==> src/rtl/gpio_uart_tx.sv <==
// gpio_uart_tx: queues bytes written through the GPIO port into a small FIFO
// and transmits them as 8N1 UART frames, LSB first. The line idles high.
module gpio_uart_tx #(
   parameter int CLKS_PER_BIT = 868,
   parameter int FIFO_DEPTH   = 8
) (
   input  logic                          clk,
   input  logic                          rst,
   input  logic                          wr_en,
   input  logic [7:0]                    wr_data,
   output logic                          tx,
   output logic                          busy,
   output logic                          full,
   output logic [$clog2(FIFO_DEPTH):0]   count,
   output logic                          overrun
);

   localparam int AW = $clog2(FIFO_DEPTH);
   localparam int CW = AW + 1;
   localparam int BW = (CLKS_PER_BIT > 1) ? $clog2(CLKS_PER_BIT) : 1;
   localparam logic [BW-1:0] BAUD_LAST = BW'(CLKS_PER_BIT - 1);
   localparam logic [CW-1:0] DEPTH_C   = CW'(FIFO_DEPTH);

   typedef enum logic [1:0] {
      IDLE,
      START,
      DATA,
      STOP
   } state_t;

   state_t           state;
   state_t           state_next;
   logic [BW-1:0]    baud_cnt;
   logic [BW-1:0]    baud_next;
   logic [2:0]       bit_idx;
   logic [2:0]       bit_next;
   logic [7:0]       shift_reg;
   logic [7:0]       shift_next;

   logic [7:0]       mem [FIFO_DEPTH];
   logic [AW-1:0]    wr_ptr;
   logic [AW-1:0]    rd_ptr;
   logic [CW-1:0]    fifo_cnt;
   logic             overrun_q;
   logic             push;
   logic             pop;

   // A pop only happens when the transmitter is idle and has something queued;
   // a write into a full FIFO is still accepted when that pop frees a slot.
   assign pop  = (state == IDLE) && (fifo_cnt != '0);
   assign push = wr_en && ((fifo_cnt != DEPTH_C) || pop);

   // FIFO storage: no reset needed, the pointers decide what is valid.
   always_ff @(posedge clk) begin
      if (push) begin
         mem[wr_ptr] <= wr_data;
      end
   end

   // FIFO pointers, occupancy and the sticky dropped-write flag.
   always_ff @(posedge clk) begin
      if (rst) begin
         wr_ptr    <= '0;
         rd_ptr    <= '0;
         fifo_cnt  <= '0;
         overrun_q <= 1'b0;
      end else begin
         if (push) begin
            wr_ptr <= wr_ptr + AW'(1);
         end
         if (pop) begin
            rd_ptr <= rd_ptr + AW'(1);
         end
         case ({push, pop})
            2'b10:   fifo_cnt <= fifo_cnt + CW'(1);
            2'b01:   fifo_cnt <= fifo_cnt - CW'(1);
            default: fifo_cnt <= fifo_cnt;
         endcase
         if (wr_en && !push) begin
            overrun_q <= 1'b1;
         end
      end
   end

   // Transmitter state register; reset drops any partial frame immediately.
   always_ff @(posedge clk) begin
      if (rst) begin
         state     <= IDLE;
         baud_cnt  <= '0;
         bit_idx   <= '0;
         shift_reg <= '0;
      end else begin
         state     <= state_next;
         baud_cnt  <= baud_next;
         bit_idx   <= bit_next;
         shift_reg <= shift_next;
      end
   end

   // Frame sequencing: start bit, eight data bits LSB first, stop bit, each
   // lasting CLKS_PER_BIT cycles; the line level is decoded from the state.
   always_comb begin
      state_next = state;
      baud_next  = baud_cnt;
      bit_next   = bit_idx;
      shift_next = shift_reg;
      tx         = 1'b1;
      case (state)
         IDLE: begin
            tx = 1'b1;
            if (pop) begin
               shift_next = mem[rd_ptr];
               baud_next  = '0;
               state_next = START;
            end
         end
         START: begin
            tx = 1'b0;
            if (baud_cnt == BAUD_LAST) begin
               baud_next  = '0;
               bit_next   = '0;
               state_next = DATA;
            end else begin
               baud_next = baud_cnt + BW'(1);
            end
         end
         DATA: begin
            tx = shift_reg[0];
            if (baud_cnt == BAUD_LAST) begin
               baud_next  = '0;
               shift_next = {1'b0, shift_reg[7:1]};
               if (bit_idx == 3'd7) begin
                  state_next = STOP;
               end else begin
                  bit_next = bit_idx + 3'd1;
               end
            end else begin
               baud_next = baud_cnt + BW'(1);
            end
         end
         STOP: begin
            tx = 1'b1;
            if (baud_cnt == BAUD_LAST) begin
               baud_next  = '0;
               state_next = IDLE;
            end else begin
               baud_next = baud_cnt + BW'(1);
            end
         end
         default: begin
            state_next = IDLE;
         end
      endcase
   end

   assign busy    = (state != IDLE) || (fifo_cnt != '0);
   assign full    = (fifo_cnt == DEPTH_C);
   assign count   = fifo_cnt;
   assign overrun = overrun_q;

endmodule
==> config.mk <==
export PLATFORM = sky130hd
export DESIGN_NAME = gpio_uart_tx
export DESIGN_NICKNAME = d
export VERILOG_FILES = /design/src/rtl/gpio_uart_tx.sv
export SDC_FILE = /design/constraint.sdc
export NUM_CORES = 1
export LEC_CHECK = 0
export ABC_AREA = 1
export BUFFER_PORTS_ARGS = -buffer_cell sky130_fd_sc_hd__buf_2
export CAP_MARGIN = 20
export CORE_UTILIZATION = 31
export CTS_CLUSTER_DIAMETER = 150
export DETAILED_ROUTE_END_ITERATION = 8
export PLACE_DENSITY = 0.43
export SLEW_MARGIN = 20
export SYNTH_ARGS = -nofsm -noshare
export SYNTH_HDL_FRONTEND = slang
export SYNTH_SLANG_ARGS = --single-unit
export TNS_END_PERCENT = 5
==> constraint.sdc <==
create_clock -name clk -period 2.7 [get_ports clk]
set_input_delay 0.81 -clock clk [delete_from_list [all_inputs] [get_ports clk]]
set_output_delay 0.81 -clock clk [all_outputs]
set_load 0.01 [all_outputs]
After elaboration in Yosys (flattened, before gate mapping)
Memory sizes are Yosys's and may differ from the RTL's. A register that Yosys moved wholly into a read port is not among the register bits.
Cells that the tools add are included.
{"block": "op_classes", "add_sub_neg": 6, "eq_ne": 15, "n_mux": 22, "n_reduce_logical": 17}
{"op": "10-bit two-way mux", "n": 2}
{"op": "10-bit one-hot mux with 2 select lines", "n": 1}
{"op": "8-bit two-way mux", "n": 2}
{"op": "8-bit one-hot mux with 2 select lines", "n": 1}
{"op": "3-bit two-way mux", "n": 5}
{"op": "2-bit inequality test, second input constant", "n": 6}
{"op": "10-bit by 1-bit adder with 10-bit output, second input constant", "n": 1}
{"op": "10-bit equality test, second input constant", "n": 1}
{"op": "2-bit two-way mux", "n": 5}
{"op": "3-bit by 1-bit adder with 3-bit output, second input constant", "n": 3}
{"op": "2-bit one-hot mux with 4 select lines", "n": 1}
{"op": "4-bit one-hot mux with 2 select lines", "n": 1}
{"op": "2-bit nonzero test", "n": 4}
{"op": "2-bit equality test, second input constant", "n": 3}
{"op": "3-bit one-hot mux with 2 select lines", "n": 1}
{"op": "5-bit AND reduction", "n": 1}
{"op": "4-bit by 1-bit adder with 4-bit output, second input constant", "n": 1}
{"op": "2-bit by 1-bit equality test with 1-bit output, second input constant", "n": 2}
{"op": "4-bit equality test, second input constant", "n": 1}
{"op": "4-bit inequality test, second input constant", "n": 1}
{"op": "4-bit AND reduction", "n": 1}
{"op": "4-bit nonzero test", "n": 1}
{"op": "4-bit by 1-bit subtractor with 4-bit output, second input constant", "n": 1}
{"op": "3-bit equality test, second input constant", "n": 1}
{"op": "other kinds (9)", "n": 13}
{"block": "word_totals", "ram_bits": 64, "memories": 1, "output_inout_bits": 8, "input_bits": 11, "regBits": 34, "word_cells": 69}
{"name": "mem", "words": 8, "word_bits": 8, "rd": 1, "rd_clocked_by_memory_dff": 1, "wr": 1, "line": "40", "rtl": "logic [7:0] mem [FIFO_DEPTH];"}

Logic depth before layout (Yosys ltp)
{"block": "depth", "word_depth": 6, "depth_mapped": 12, "ltp_nobuf": 12}

Worst setup path before layout
Ideal clock, no wire load.
{"block": "synth_timing", "kind": "reg2reg", "from": "register fifo_cnt[0], in the netlist count[0]", "to": "register fifo_cnt[2], in the netlist count[2]", "synth_period_minus_slack_ns": 1.990, "setup_ns": 0.115, "arrival_time_ns": 1.874, "path_buffers": 0, "stages_incl_launch_ff": 13, "t_required_ns": 2.585, "slack_ns": 0.710, "path_cell_list": "dfxtp_1 -> inv_1 -> nand3_1 -> nor2_1 -> nand2_1 -> nand2_2 -> ha_1 -> xor2_1 -> ha_1 -> a21oi_1 -> xnor2_1 -> o21ai_0 -> inv_1"}
{"block": "synth_via", "elab_chain_cells": 6, "elab_cells_between_ends": 11, "cone_classes": "2 x add/sub; 3 x eq/ne; 1 x mux; 5 x reduce/logical"}
{"element": "start, declared", "line": "43", "rtl": "logic [CW-1:0] fifo_cnt;"}
{"element": "start signal, assigned", "line": "75", "rtl": "2'b10: fifo_cnt <= fifo_cnt + CW'(1);"}
{"element": "start signal, assigned", "line": "76", "rtl": "2'b01: fifo_cnt <= fifo_cnt - CW'(1);"}
{"element": "start signal, assigned", "line": "77", "rtl": "default: fifo_cnt <= fifo_cnt;"}
{"element": "4-bit nonzero test", "line": "50", "rtl": "assign pop = (state == IDLE) && (fifo_cnt != '0);"}
{"element": "1-bit logical AND", "line": "50"}
{"element": "1-bit logical OR", "line": "51", "rtl": "assign push = wr_en && ((fifo_cnt != DEPTH_C) || pop);"}
{"element": "1-bit logical AND", "line": "51"}
{"element": "2-bit by 1-bit equality test with 1-bit output or 2-bit equality test (tied branches)", "line": "74", "rtl": "case ({push, pop})"}
{"element": "4-bit one-hot mux with 2 select lines or 2-bit nonzero test (tied branches)"}
Several ways; a longest one is shown, not always the timed one.
A chain may end at the register's enable or synchronous reset.

Final worst setup path
{"block": "layout_timing", "from": "register state[0]", "to": "output tx"}
{"block": "layout_via", "elab_chain_cells": 3, "elab_cells_between_ends": 6, "cone_classes": "3 x eq/ne; 1 x mux; 2 x reduce/logical"}
{"element": "start, declared", "line": "31", "rtl": "state_t state;"}
{"element": "start signal, assigned", "line": "93", "rtl": "state <= state_next;"}
{"element": "2-bit equality test or 2-bit logical NOT (tied branches)", "line": "108", "rtl": "case (state)"}
{"element": "2-bit OR reduction (no source line)"}
{"element": "1-bit one-hot mux with 3 select lines *", "line": "108"}
{"element": "end, declared", "line": "11", "rtl": "output logic tx,"}
Every way passes the cells marked *; elsewhere a longest branch is shown, timed or not.

==> impl_metrics.ini <==
[sta]
setup_tns_ns = 0
setup_viol = 0
clock_skew_ns = 0.00611
period_minus_slack_ns = 2.27
rsz0062_at_grt = false
hold_viol_final = 0
hold_slack_ns = 0.447
worst_pin_slew_ns = 0.598
fmax_mhz = 440
slew_violations = 0
period_share_pct = 84.2
slew_headroom_pct = 60.1

[global_routing]
grt_usage_pct = 14.4
use_met2_pct = 23.8
globalRouteMet3Util_pct = 4.30
grt_pass1_vias = 3051
use_met1_pct = 18.5
grt_overflow = 0
antenna_found_initial = 0
grt_busiest_layer = met2
grt_pass1_wl_um = 16100
grt_max_degree = 33

[detailed_routing]
dr_total_vias = 3220
viasPerCell = 4.54
drt_wl_total_um = 9900
drcViolationCount = 0
ant_nets = 0
wl_per_cell_um = 14.0
first_pass_iters = 4
drt_iter0_markers = 145

[worst_setup_path]
r2r_setup_slack_ns = 0.60
worst-setup-path-type = reg2out
reg2reg_depth = 12
path_depth = 4
critical_path_required_ns = 1.89
crit_end = tx
cp_slowest_cell = dfxtp_1
cpPeakStageDelay_ns = 0.38
r2r-start = state[0]
cp-startpoint = state[0]
crit_chain = inv_1 -> ha_1 -> a21oi_1 -> buf_2
arrival_ns = 1.46
end_kind = output port
crit_buf_inv = 2
path_max_fanout = 4
start_kind = register
r2r-end = count[2]
path_delay_family = flip-flops

[pwr]
p_leak_nw = 2.09
swShare_pct = 35.9
p_int_mw = 3.05
power_frac_comb_pct = 32.8
ir_drop_v = 0.000407
finalPower_mw = 4.77
pwr-share-seq_pct = 39.6
clkPwrFrac_pct = 27.7
power.density_nw_per_um2 = 921
switching_power_mw = 1.71

[yosys]
yosys_register_bits = 101
synth_top_family_by_area = simple AND/OR/NAND/NOR gates
synth-adder-area-share_pct = 3.55
syn-num-nets = 518
synth_largest_area_cell = edfxtp_1
synthArstFlopShare_pct = 0
synth_cell_types = 35
synth-edff-count = 64
synth_area_leaders = edfxtp_1 (42%), dfxtp_1 (16%), nand2_1 (9.9%)
netlist_area_um2 = 4590
synth.top_cell.area_share_pct = 41.9
yosys.area_share.xor_xnor_pct = 0.764
muxShareOfSynthArea_pct = 0
synth-seq-area-share_pct = 58.1
synth_ff_type = edfxtp_1
yosys.cell_count.top_type = nand2_1
synth-simple-area-share_pct = 24.2
yosys_warnings = 0
synth_compound_area_share_pct = 6.82
postSynthCellCount = 494
avgSynthCellArea_um2 = 9.28
yosys-top-cells-count = nand2_1 (121), nor2_1 (71), edfxtp_1 (64)

[final_layout]
fillerInstances = 1488
nNetsFinal = 544
multi_input_area_um2 = 1620
final_cells = 709
antenna_cells = 0
drive_above_1_share_pct = 12.2
synthToLayoutAreaGrowth_pct = 12.9
seqCellArea_um2 = 2660
largest_reg_flops = 64

[die]
fp.dieArea_um2 = 15300
placementRows = 44
pin_count = 19
die_w_um = 124
die_h_um = 124
initial_core_util_pct = 31.7
core_um2 = 14500

[placed_design]
port_buffers = 18
gp_congestion = 0.792
dp_hpwl_um = 6360
dp.cells = 693

[cts]
clkTransAtPathRegs_ns = 0.07
post_cts_buffers = 0
hold_buffers = 0
cts_resized = 0
cts-root-buf = clkbuf_16
htreeDepth = 3
cts_buffer_depth = 2
cts_made_buffers = 9
clk_latency_ns = 0.35
cts_tree = yes
clock_sinks = 101

[flow_run]
cap_violations = 0

[worst_hold_path]
holdCritPathClass = reg2reg

[outcome]
outcome = complete, no violations
==> area by class of cell <==
| class | instances | area share (%) |
|---|---|---|
| Sequential cell | 101 | 51.5 |
| Clock buffer | 10 | 4.42 |
| Timing Repair Buffer | 33 | 3.92 |
| Multi-Input combinational cell | 333 | 31.3 |
| Clock inverter | 6 | 1.38 |
| Inverter | 42 | 3.05 |
| Tap cell | 184 | 4.45 |
==> placed cells by master, fill, tap and decap left out, types with 3 or more instances in the layout <==
master,instances
nor2_1,71
dfxtp_1,37
nor2_4,3
a21oi_1,34
edfxtp_1,64
nand2_1,121
buf_2,18
nand2_2,4
buf_4,15
clkbuf_16,9
ha_1,13
o21ai_0,15
inv_1,38
inv_2,4
nand3_1,48
==> worst register-to-register path, delay by kind of cell, from the launching register on <==
family          cells  cell delay, ns
compound gates      2            0.19
xor+xnor            2            0.35
fa+ha+maj           3            0.65
buf+inv             3            0.24
flops               1            0.38
simple gates        2            0.20
==> how the worst min path moves through the flow <==
| stage | start | end | slack (ns) | cells after the start |
|---|---|---|---|---|
| floorplan | shift_reg[7] | shift_reg[7] | 0.43 | 2 |
| global placement | overrun | overrun | 0.44 | 2 |
| detailed placement | overrun | overrun | 0.44 | 2 |
| CTS | overrun | overrun | 0.45 | 2 |
| global route | overrun | overrun | 0.49 | 2 |
| finish | overrun | overrun | 0.45 | 2 |
==> layer usage <==
metal | wire, um | up-vias | share of wire [%]
li1 | - | 1678 | -
met3 | 343 | 4 | 3.5
met5 | 0 | - | 0
met1 | 4710 | 1497 | 48
met4 | 62 | 0 | 0.63
met2 | 4790 | 41 | 48
==> power by group through the flow <==
stage | logic (mW) | registers [mW] | clock network (mW)
after global placement | 1.57 | 1.92 | 0
after CTS | 1.59 | 1.88 | 1.37
after floorplan | 1.28 | 1.89 | 0
final | 1.56 | 1.89 | 1.32
after detailed placement | 1.58 | 1.92 | 0
after global routing | 1.81 | 1.90 | 1.43
==> logic make-up after synthesis <==
logic type | Yosys count
and+or+nand+nor | 258
DFF | 101
buffers and inverters | 60
AOI/OAI and AO/OA | 58
adders and majority gates | 13
xor gates and xnor gates | 4
==> per-stage QoR <==
step | instance area [um2] | utilization (%) | worst slack, ns
after floorplan | 4590 | - | 0.710
after global placement | 4870 | 33.7 | 0.565
after detailed placement | 4870 | 33.7 | 0.500
after CTS | 5170 | 35.7 | 0.400
after global routing | 5170 | 35.7 | 0.343
final | 5170 | 35.7 | 0.427
Power figures use the tool's default switching activity.
